===== src/rtl/signal_freq_meter.sv =====
// -----------------------------------------------------------------------------
// signal_freq_meter
//
// Measures an asynchronous digital input in the clk_50MHz domain. Over a fixed
// gate window of GATE_CYCLES clocks it counts rising edges of the synchronized
// input and the number of cycles the synchronized input was high. At the end of
// each window both counts are latched into the outputs and freq_valid pulses
// for one cycle.
//
// Ports:
//   clk_50MHz    in   1       system clock, 50 MHz
//   reset_button in   1       asynchronous, active-high reset
//   sig_in       in   1       asynchronous signal under measurement
//   freq_count   out  CNT_W   rising edges in the last completed gate (saturating)
//   high_cycles  out  HIGH_W  armed cycles in the last gate with the input high
//   freq_valid   out  1       one-cycle strobe when the results update
//   overflow     out  1       edge counter saturated during the last gate
//   sig_present  out  1       last completed gate saw at least one edge
//
// Parameters:
//   GATE_CYCLES  gate window length in clocks (8 .. 2**HIGH_W)
//   CNT_W        width of the edge counter and freq_count
//   HIGH_W       width of the gate counter and high_cycles
//   SYNC_STAGES  synchronizer depth (>= 2)
// -----------------------------------------------------------------------------
module signal_freq_meter #(
    parameter int GATE_CYCLES = 50000000,
    parameter int CNT_W       = 27,
    parameter int HIGH_W      = 26,
    parameter int SYNC_STAGES = 2
) (
    input  logic              clk_50MHz,
    input  logic              reset_button,
    input  logic              sig_in,
    output logic [CNT_W-1:0]  freq_count,
    output logic [HIGH_W-1:0] high_cycles,
    output logic              freq_valid,
    output logic              overflow,
    output logic              sig_present
);

    // Warm-up runs 0..SYNC_STAGES+1; the meter arms on the last value so the
    // synchronizer and prev sample hold real post-reset data before counting.
    localparam int                WARM_MAX  = SYNC_STAGES + 1;
    localparam int                WARM_W    = $clog2(WARM_MAX + 1);
    localparam logic [WARM_W-1:0] WARM_PRE  = WARM_W'(WARM_MAX - 1);
    localparam logic [HIGH_W-1:0] GATE_LAST = HIGH_W'(GATE_CYCLES - 1);

    typedef enum logic [0:0] {
        WARM_UNARMED = 1'b0,
        WARM_ARMED   = 1'b1
    } warm_state_t;

    // Saturating increment of the edge counter; bit CNT_W flags saturation.
    function automatic logic [CNT_W:0] edge_sat_add(
        input logic [CNT_W-1:0] acc,
        input logic             inc
    );
        logic [CNT_W:0] res;
        if (inc && (acc == {CNT_W{1'b1}})) begin
            res = {1'b1, acc};
        end else begin
            res = {1'b0, acc + CNT_W'(inc)};
        end
        return res;
    endfunction

    // Saturating increment of the high-time counter. It can only saturate
    // when GATE_CYCLES == 2**HIGH_W and the input is high for a whole gate;
    // holding at all-ones then is preferable to wrapping to a tiny value.
    function automatic logic [HIGH_W-1:0] high_sat_add(
        input logic [HIGH_W-1:0] acc,
        input logic              inc
    );
        logic [HIGH_W-1:0] res;
        if (inc && (acc == {HIGH_W{1'b1}})) begin
            res = acc;
        end else begin
            res = acc + HIGH_W'(inc);
        end
        return res;
    endfunction

    logic [SYNC_STAGES-1:0] sync_r;
    logic                   prev_r;
    warm_state_t            warm_state_r;
    warm_state_t            warm_state_next_s;
    logic [WARM_W-1:0]      warm_cnt_r;
    logic [WARM_W-1:0]      warm_cnt_next_s;
    logic [HIGH_W-1:0]      gate_cnt_r;
    logic [CNT_W-1:0]       edge_cnt_r;
    logic [HIGH_W-1:0]      high_cnt_r;
    logic                   ovf_acc_r;

    logic                   sync_s;
    logic                   armed_s;
    logic                   rise_s;
    logic                   high_s;
    logic                   terminal_s;
    logic [CNT_W:0]         edge_add_s;
    logic [CNT_W-1:0]       edge_sum_s;
    logic                   edge_sat_s;
    logic [HIGH_W-1:0]      high_sum_s;

    // Input synchronizer chain and one-cycle-delayed sample for edge detect.
    always_ff @(posedge clk_50MHz or posedge reset_button) begin
        if (reset_button) begin
            sync_r <= {SYNC_STAGES{1'b0}};
            prev_r <= 1'b0;
        end else begin
            sync_r <= {sync_r[SYNC_STAGES-2:0], sig_in};
            prev_r <= sync_r[SYNC_STAGES-1];
        end
    end

    assign sync_s = sync_r[SYNC_STAGES-1];

    // Warm-up state register.
    always_ff @(posedge clk_50MHz or posedge reset_button) begin
        if (reset_button) begin
            warm_state_r <= WARM_UNARMED;
            warm_cnt_r   <= {WARM_W{1'b0}};
        end else begin
            warm_state_r <= warm_state_next_s;
            warm_cnt_r   <= warm_cnt_next_s;
        end
    end

    // Warm-up next state: count up while unarmed, then stay armed until reset.
    always_comb begin
        warm_state_next_s = warm_state_r;
        warm_cnt_next_s   = warm_cnt_r;
        case (warm_state_r)
            WARM_UNARMED: begin
                warm_cnt_next_s = warm_cnt_r + WARM_W'(1'b1);
                if (warm_cnt_r == WARM_PRE) begin
                    warm_state_next_s = WARM_ARMED;
                end else begin
                    warm_state_next_s = WARM_UNARMED;
                end
            end
            WARM_ARMED: begin
                warm_cnt_next_s   = warm_cnt_r;
                warm_state_next_s = WARM_ARMED;
            end
            default: begin
                warm_cnt_next_s   = {WARM_W{1'b0}};
                warm_state_next_s = WARM_UNARMED;
            end
        endcase
    end

    // Warm-up output: armed gates all counting.
    always_comb begin
        armed_s = 1'b0;
        case (warm_state_r)
            WARM_ARMED:   armed_s = 1'b1;
            WARM_UNARMED: armed_s = 1'b0;
            default:      armed_s = 1'b0;
        endcase
    end

    // Per-cycle measurement terms and the closing values for the gate.
    always_comb begin
        rise_s     = armed_s & sync_s & ~prev_r;
        high_s     = armed_s & sync_s;
        terminal_s = (gate_cnt_r == GATE_LAST);
        edge_add_s = edge_sat_add(edge_cnt_r, rise_s);
        edge_sum_s = edge_add_s[CNT_W-1:0];
        edge_sat_s = edge_add_s[CNT_W];
        high_sum_s = high_sat_add(high_cnt_r, high_s);
    end

    // Gate timebase: free-running 0..GATE_CYCLES-1 from reset release.
    always_ff @(posedge clk_50MHz or posedge reset_button) begin
        if (reset_button) begin
            gate_cnt_r <= {HIGH_W{1'b0}};
        end else if (terminal_s) begin
            gate_cnt_r <= {HIGH_W{1'b0}};
        end else begin
            gate_cnt_r <= gate_cnt_r + HIGH_W'(1'b1);
        end
    end

    // In-gate accumulators; cleared on the terminal cycle, whose own edge and
    // high sample are folded into the closing result instead.
    always_ff @(posedge clk_50MHz or posedge reset_button) begin
        if (reset_button) begin
            edge_cnt_r <= {CNT_W{1'b0}};
            high_cnt_r <= {HIGH_W{1'b0}};
            ovf_acc_r  <= 1'b0;
        end else if (terminal_s) begin
            edge_cnt_r <= {CNT_W{1'b0}};
            high_cnt_r <= {HIGH_W{1'b0}};
            ovf_acc_r  <= 1'b0;
        end else begin
            edge_cnt_r <= edge_sum_s;
            high_cnt_r <= high_sum_s;
            ovf_acc_r  <= ovf_acc_r | edge_sat_s;
        end
    end

    // Result registers: load at gate end, hold otherwise; strobe for one cycle.
    always_ff @(posedge clk_50MHz or posedge reset_button) begin
        if (reset_button) begin
            freq_count  <= {CNT_W{1'b0}};
            high_cycles <= {HIGH_W{1'b0}};
            freq_valid  <= 1'b0;
            overflow    <= 1'b0;
            sig_present <= 1'b0;
        end else if (terminal_s) begin
            freq_count  <= edge_sum_s;
            high_cycles <= high_sum_s;
            freq_valid  <= 1'b1;
            overflow    <= ovf_acc_r | edge_sat_s;
            sig_present <= (edge_sum_s != {CNT_W{1'b0}});
        end else begin
            freq_valid  <= 1'b0;
        end
    end

endmodule


===== config.mk =====
export PLATFORM = sky130hd
export DESIGN_NAME = signal_freq_meter
export DESIGN_NICKNAME = d
export VERILOG_FILES = /design/src/rtl/signal_freq_meter.sv
export SDC_FILE = /design/constraint.sdc
export NUM_CORES = 1
export LEC_CHECK = 0
export ABC_AREA = 0
export BUFFER_PORTS_ARGS = -buffer_cell sky130_fd_sc_hd__buf_2
export CORE_ASPECT_RATIO = 1.4
export CORE_MARGIN = 2
export CORE_UTILIZATION = 49
export CTS_CLUSTER_SIZE = 20
export DETAILED_ROUTE_END_ITERATION = 10
export HOLD_SLACK_MARGIN = 0.03
export PLACE_DENSITY = 0.68
export SETUP_SLACK_MARGIN = 0.15
export SLEW_MARGIN = 20
export SYNTH_ARGS = -nofsm -noshare
export SYNTH_HDL_FRONTEND = slang
export SYNTH_SLANG_ARGS = --single-unit

===== constraint.sdc =====
create_clock -name clk_50MHz -period 5.9 [get_ports clk_50MHz]
set_input_delay 1.18 -clock clk_50MHz [delete_from_list [all_inputs] [get_ports clk_50MHz]]
set_output_delay 1.18 -clock clk_50MHz [all_outputs]
set_load 0.1 [all_outputs]

==> summary.md, run 1 <==
The final layout contains 690 nets. For this design, the CTS-stage hold fixing added 0 buffers. Combinational logic is responsible for 6.8% of the overall power. After clock tree synthesis, the setup repair step added 0 buffers. The data arrival time of the critical path is 3.53 ns. The root buffer cell chosen for the clock tree is clkbuf_16. The run gives 0 ns as the final setup TNS.

Tracing the worst setup path back leads to its startpoint at warm_state_r$_DFF_PP0_. The critical register-to-register path startpoint is warm_state_r$_DFF_PP0_. After global routing the overflow that remains totals 0.

Following the worst setup path forward leads to its endpoint at sig_present$_DFFE_PP0P_. The run gives 528.6 uW as the switching power total. The tool flagged a number of max-cap violations equal to 0.

The flow ran to the end, and the final reports show no timing, DRC or antenna violations. In this run, distinct cell masters in the synthesized netlist total 43. The later pin in the worst-skew pair is clocked with a latency of 0.42 ns. 59 I/O pins were placed. Setup repair after global routing left no endpoint under its margin. For this design, the sink count on the clock tree is 142. Worst reg2reg path depth: 11. Using the TritonRoute via totals, the vias-per-cell ratio works out to 5.559.

From bottom edge to top edge, the die measures 138.0 um. The run gives 0 as the count of final max-slew check failures. The clock share of power was 47.2%; the count of standard-cell rows was 48. For the antenna diode count, the log shows 0.

The worst hold path class is flop to flop. The number of enable flip-flop cells after synthesis is 0, and the total internal power is 1.779 mW. Entering global routing, the biggest net connects 87 pins. No sink is reached through more buffers than the 2 on the longest clock path. Highest achievable clock rate: 309.7 MHz. The run gives 637 as the number of nets in the synthesized netlist. Sequential cells account for 46.0% of the total power. The die covers 0.01376 mm^2. The cell area that synthesis handed to floorplanning was 0.006282 mm^2. TritonCTS created 17 clock buffers. In the synthesized netlist the dominant register cell turns out to be dfrtp_1.

In this run the worst path has a maximum fanout of 6. The via count of the first global-routing pass was 4666. The global-route wire length before repair is 22.35 mm, and the clock input transition at the sequential cells of the worst setup and hold paths is 0.06 ns. Detailed placement ended at an HPWL of 9.255 mm.

The post-route netlist has 14.29% of its cells at a drive strength greater than 1. The tools report the number of optimization iterations in the first detailed-route pass as 6. The setup check on the worst reg-to-reg path leaves a slack of 2.67 ns.

At the pin with the least slew margin, the transition time is 0.7349 ns. The run gives 56.56% as the sequential area share after synthesis. The async set or reset register ratio after synthesis works out to 100.0%. IR analysis of the VDD net gives a maximum drop of 176.0 uV. The core footprint was 0.01243 mm^2; the power density over the cells was 317.1 mW/mm^2. The detail route stage leaves a number of antenna-violating nets equal to 0. The routed length per instance was 15.86 um; the final number of hold-violating endpoints was 0.

Measured against its own limit, the worst slew margin works out to 51.01%. Gate count of the mapped netlist: 627. The initial antenna violation count was 0; the die width was 99.70 um. The power consumption is 2.308 mW. The fraction of power spent switching nets was 22.90%; the synthesized area divided by synthesized cell count was 10.02 um^2. The initial utilization of the core area, before any placement, comes to 50.53%. The clock period minus final worst setup slack was 3.229 ns; the final design instance area without fill was 0.007278 mm^2. The congestion estimate from routability-driven global placement came to 0.8992. The endpoint of the lowest-slack register-to-register path is sig_present$_DFFE_PP0P_. The count of warnings emitted by yosys came out at 0. Global routing used 20.83% of the available tracks.

In this run the static leakage power is 3.569 nW. The final route contains 4686 vias. Post-synthesis to final-layout area growth: 15.85%.

At the worst endpoint, the required time is 6.20 ns. TritonCTS built the clock tree. For the sum of routed wire length over all layers, the log shows 13.37 mm.

The first routing iteration left 275 violations. The worst clock skew was 0.007717 ns; the cell area reported after detailed placement was 0.006674 mm^2. The run gives 0 as the count of endpoints failing setup in the final report.

The worst hold path startpoint is sync_r[0]$_DFF_PP0_. The count of port buffers added during placement was 58; the total of flip-flops plus latches after synthesis was 142. Category of the critical setup timing path: flop to flop.

For the H-tree depth, the log shows 4. For this run, design rule violations remaining after detail routing come to 0. Dividing the final minimum period by the clock period gives 54.73%.

The worst setup path is launched from a flop. In this run, post-CTS repair resized a total of 0 instances. The capturing element type of the critical path was a flop.
==> worst max-delay path, cell delays in order, from the launching register on <==
cell and delay (ns):
dfrtp_1 0.42, and3b_1 0.24, ha_1 0.19, ha_1 0.25
and4_1 0.33, nand3_1 0.16, a211oi_2 0.33, xnor2_1 0.20
nand4_1 0.13, nor4_1 0.25, or4b_1 0.45, o22a_1 0.16
==> per-layer routing <==
metal	GRT usage (%)	share of wire, %
met3	4.788	3.4
met2	36.97	53
met1	25.01	42
met4	7.002	1.5
met5	0	0
==> cells in the mapped netlist (8+ instances only) <==
| cell | number | share of area (%) |
|---|---|---|
| nor2_1 | 128 | 7.6 |
| xnor2_1 | 30 | 4.2 |
| dfrtp_1 | 142 | 57 |
| clkbuf_1 | 21 | 1.3 |
| and3_1 | 19 | 1.9 |
| and4_1 | 8 | 1.1 |
| o21ai_0 | 20 | 1.6 |
| nand2_1 | 47 | 2.8 |
| nor3_1 | 13 | 1.0 |
| nand4_1 | 34 | 3.4 |
| nand3_1 | 26 | 2.1 |
| a21oi_1 | 40 | 3.2 |
| xor2_1 | 41 | 5.7 |
==> state kept, by name, indices dropped and copies added (netlist names), 2 cells and up <==
| name | flops |
|---|---|
| sync_r | 2 |
| high_cnt_r | 26 |
| warm_cnt_r | 2 |
| freq_count | 27 |
| edge_cnt_r | 27 |
| high_cycles | 26 |
| gate_cnt_r | 26 |
==> logic make-up after synthesis <==
logic type,share of synthesized area (%)
xor gates and xnor gates,9.898
buffers and inverters,2.509
and+or+nand+nor,22.47
AOI/OAI and AO/OA,6.652
muxes,0.5178
DFF,56.56
adders and majority gates,1.394
==> placed cells by master, fill, tap and decap left out, types with 3 or more instances in the layout <==
master | Yosys | routed
nor3_1 | 13 | 11
inv_1 | 7 | 6
nand4_1 | 34 | 34
and4_1 | 8 | 8
xnor2_1 | 30 | 30
nand2_1 | 47 | 47
nand3_1 | 26 | 26
o21ai_0 | 20 | 20
clkbuf_16 | 0 | 17
xor2_1 | 41 | 41
clkbuf_1 | 21 | 5
dfrtp_1 | 142 | 142
a31oi_1 | 6 | 6
buf_4 | 2 | 4
and2_1 | 3 | 3
clkbuf_8 | 0 | 4
bufinv_16 | 0 | 3
buf_2 | 3 | 58
and3_1 | 19 | 19
a21oi_1 | 40 | 40
nor4_1 | 3 | 3
ha_1 | 7 | 7
clkinv_2 | 0 | 3
nor2_1 | 128 | 128
==> cell type report <==
class / instances / area [um^2]
Tap cell: 150 / 187.7
Timing Repair Buffer: 62 / 320.3
Sequential cell: 142 / 3553
Clock buffer: 26 / 499.2
Clock inverter: 6 / 105.1
Inverter: 7 / 31.28
Multi-Input combinational cell: 450 / 2581
Fill cell: 1092 / 5154
==> per-stage QoR <==
step	std cells	hold slack, ns	utilization, %	worst slack, ns
CTS	843	0.4084	58.54	2.674
finish	843	0.4004	58.54	2.671
global route	843	0.4139	58.54	2.489
global placement	811	0.3800	53.68	2.767
detailed placement	811	0.3962	53.68	2.696
floorplan	627	0.3312	-	0.9104
==> power groups by stage <==
stage	logic, mW	registers (mW)	clock network [mW]
after global routing	0.180	1.07	1.15
after global placement	0.154	1.07	0
after CTS	0.159	1.06	1.11
final	0.156	1.06	1.09
after floorplan	0.125	1.06	0
after detailed placement	0.157	1.08	0
==> how the worst min path moves through the flow <==
stage | endpoint | slack [ns] | cells past startpoint
2_1_floorplan | sync_r[1]$_DFF_PP0_ | 0.33 | 0
3_3_place_gp | prev_r$_DFF_PP0_ | 0.38 | 0
3_5_place_dp | prev_r$_DFF_PP0_ | 0.40 | 0
4_1_cts | prev_r$_DFF_PP0_ | 0.41 | 0
5_1_grt | sync_r[1]$_DFF_PP0_ | 0.41 | 0
6_report | sync_r[1]$_DFF_PP0_ | 0.40 | 0
Note: power is estimated with default switching activity, not from simulation.
==> run 2, diff against run 1 <==
--- a/config.mk
+++ b/config.mk
@@ -13,7 +13,7 @@
 export CTS_CLUSTER_SIZE = 20
 export DETAILED_ROUTE_END_ITERATION = 10
 export HOLD_SLACK_MARGIN = 0.03
-export PLACE_DENSITY = 0.68
+export PLACE_DENSITY = 0.71
 export SETUP_SLACK_MARGIN = 0.15
 export SLEW_MARGIN = 20
 export SYNTH_ARGS = -nofsm -noshare
==> constraint.sdc (replaced) <==
create_clock -name clk_50MHz -period 2.75 [get_ports clk_50MHz]
set_input_delay 0.55 -clock clk_50MHz [delete_from_list [all_inputs] [get_ports clk_50MHz]]
set_output_delay 0.55 -clock clk_50MHz [all_outputs]
set_load 0.1 [all_outputs]
==> run 2 against run 1 <==
  * Core utilization up 4.3 points
  * Critical path depth unchanged
  * Combinational power increased to 3.2 times the previous value
  * Power rose by 120%
  * Non-clock buffer count rose by 59
  * Hold slack worse by 0.18 ns
  * Critical endpoint unchanged
==> summary.md, run 2 (synthesis gave the netlist of run 1 again) <==
The path class of the tightest hold or removal check is input pin to asynchronous set/reset pin. Dividing the detail-routed via count by the number of cells gives 5.479. The number of optimization iterations in the first detailed-route pass was 5; the die height was 138.0 um. The first routing iteration left 228 violations. The detailed-placement wirelength estimate is 10.36 mm, and the largest incremental delay on the critical path is 0.51 ns. The worst-case IR drop observed on VDD is 345.4 uV. For the global-route total usage across every layer, the log shows 22.31%. STA classifies the critical path endpoint as a flop.

Clock skew on the completed layout was measured at 0.01567 ns. For the worst setup path, the data arrival time is 3.03 ns. For the weighted congestion reported at the end of routability-driven placement, the log shows 0.9181. The hold-fix buffer count after cts is 0. Total length of routed met2 wires: 8.027 mm. Routed signal wires occupy layers up through met4. Clock-pin slew was measured on the worst setup and hold paths at 0.06 ns.

After detailed routing, the total wire length is 14.55 mm. In this run, CTS created clock tree buffers numbering 17. In this run the worst setup path begins at prev_r$_DFF_PP0_. The tree is rooted in a clkbuf_16. For the smallest hold slack, the log shows 0.2212 ns.

59 I/O pins were placed. The die covers 0.01376 mm^2. Counting both buffers and inverters, the worst setup path holds a total of 0.

The total internal power was 3.829 mW; the die width was 99.70 um. The routed length per instance is 16.13 um. The run gives 0 as the count of final max-slew check failures. The count of vias placed by the detailed router is 4942.

For the via count of the first global-routing pass, the log shows 5004. The routed design uses 472 um of met3 wire. The total of max-cap violations is 0, and the slew at the pin closest to its max-slew limit is 0.7189 ns. The run gives 0 as the final number of hold-violating endpoints. For this run, the top clock speed supported by timing is 366.6 MHz. For the count of endpoints failing setup in the final report, the log shows 0.

The kind of cell with the highest combined delay along the critical path is simple AND/OR/NAND/NOR gates. The worst path uses 99.19% of the clock period. The leakage dissipation was 3.856 nW.

The critical register-to-register path startpoint is prev_r$_DFF_PP0_. For this run, design rule violations remaining after detail routing come to 0. Count of port buffers added during placement: 58. In the layout the commonest cells are 142 x dfrtp_1, 128 x nor2_1, 62 x buf_4, 58 x buf_2, 47 x nand2_1.

Antenna diode count: 0. Walking the worst path, the cells encountered are and3b_2, ha_4, ha_4, and4_4, nand3_4, a211oi_4, nand3_1, xor2_2, nand4_1, or4b_1, o22a_1. The peak fanout along the critical path works out to 4.

The logs give 93 for the largest net degree at the start of global routing and 902 for the final non-filler cell total. The number of sinks handled by clock tree synthesis is 142. Row generation in the floorplan step produced 48 rows. The first global-routing pass estimated 23.63 mm of wire. Setup repair after global routing could not meet its margin everywhere.

Instance count after placement with tap cells included: 866. The slowest stage of the critical path is the or4b_1 cell. Cells with a size suffix above 1 make up 22.74% of the layout. After floorplanning, the core was sized to cover 0.01243 mm^2.

The H-tree was split into 4 levels. Sequential cells burn 44.1% of the power. The most common library cell in the layout ignoring fill and taps is dfrtp_1. The later pin in the worst-skew pair is clocked with a latency of 0.42 ns. Measured against its own limit, the worst slew margin works out to 52.08%. The power density over the cells is 653.0 mW/mm^2. The utilization after layout came out at 62.83%.

The run gives 5.669 mm as the detailed-routing wirelength on met1. The post-detailed-route count of antenna-violating nets was 0. The flow ran to the end, and the final reports show no timing, DRC or antenna violations. The fraction of power spent switching nets is 24.94%.

For this configuration, the core starts out at a cell density of 50.53%. The clock share of power is 46.2%, and the initial antenna violation count is 0. The category of the critical setup timing path was flop to flop. TritonCTS built the clock tree. For this run, the post-layout net count is 749. The largest registers in the layout are edge_cnt_r: 27 flops, freq_count: 27 flops.

The clock period minus final worst setup slack is 2.728 ns. Combinational logic is responsible for 9.8% of the overall power. The post-synthesis to final-layout area growth works out to 24.34%. For the worst setup path, the data required time is 3.05 ns. Startpoint class of the critical path: a flop.

In this design, the critical path's most frequently occurring cell is ha_4. The switching power total was 1.272 mW. Summed over all layers, the global routing overflow is 0. The clock passes through at most 2 buffers.
## run 2: timing repair
action	in CTS	in global routing
endpoints found under the setup margin	1	1
endpoints found under the hold margin	0	0
pin swaps	9	3
gates resized for setup	6	4
buffers inserted	4	0
## run 2: worst register-to-register path, cell delays in order (launching register included)
cell and delay (ns):
dfrtp_1 0.35, and3b_2 0.27, ha_4 0.14, ha_4 0.12, and4_4 0.24, nand3_4 0.09
a211oi_4 0.25, nand3_1 0.18, xor2_2 0.19, nand4_1 0.10, or4b_1 0.51, o22a_1 0.17
## run 2: layout make-up
cell class,instances,area (um^2)
sequential,142,3553
fill,1020,4621
clock inverter,14,182.7
multi-input combinational,450,2653
clock buffer,18,429.2
inverter,7,30.03
timing repair buffer,121,775.7
tap,150,187.7
## run 2: final timing paths
path | cells past startpoint | slack (ns) | endpoint
worst min-delay path | 3 | 0.22 | gate_cnt_r[11]$_DFF_PP0_
worst min register to register | 0 | 0.37 | sync_r[1]$_DFF_PP0_
max in group asynchronous | 3 | 2.08 | edge_cnt_r[26]$_DFF_PP0_
worst max register to register | 11 | 0.02 | sig_present$_DFFE_PP0P_
worst max-delay path | 11 | 0.02 | sig_present$_DFFE_PP0P_
min in group clk_50MHz | 1 | 0.27 | sync_r[0]$_DFF_PP0_
## run 2: per-stage QoR
| step | setup WS (ns) | setup TNS (ns) | power [mW] | area (um^2) |
|---|---|---|---|---|
| final | 0.02217 | 0 | 5.101 | 7811 |
| after global routing | -0.08641 | -0.08641 | 5.303 | 7811 |
| after CTS | -0.006286 | -0.006286 | 5.146 | 7796 |
| after detailed placement | -0.07343 | -0.07343 | 2.774 | 7116 |
| after global placement | -0.02499 | -0.02499 | 2.757 | 7116 |
| after floorplan | 0.06018 | 0 | 2.564 | 6304 |
## run 2: power by group through the flow
stage,Clock [mW],Combinational [mW],Sequential (mW)
floorplan,0,0.277,2.29
global placement,0,0.477,2.28
detailed placement,0,0.492,2.28
CTS,2.40,0.502,2.25
global route,2.50,0.550,2.26
finish,2.35,0.499,2.25
## run 2: routing by layer
metal  track usage [%]  up-vias
met3             5.242       26
li1                  -     2371
met1             24.66     2441
met4             9.132        0
met5                 0        -
met2             41.07      104
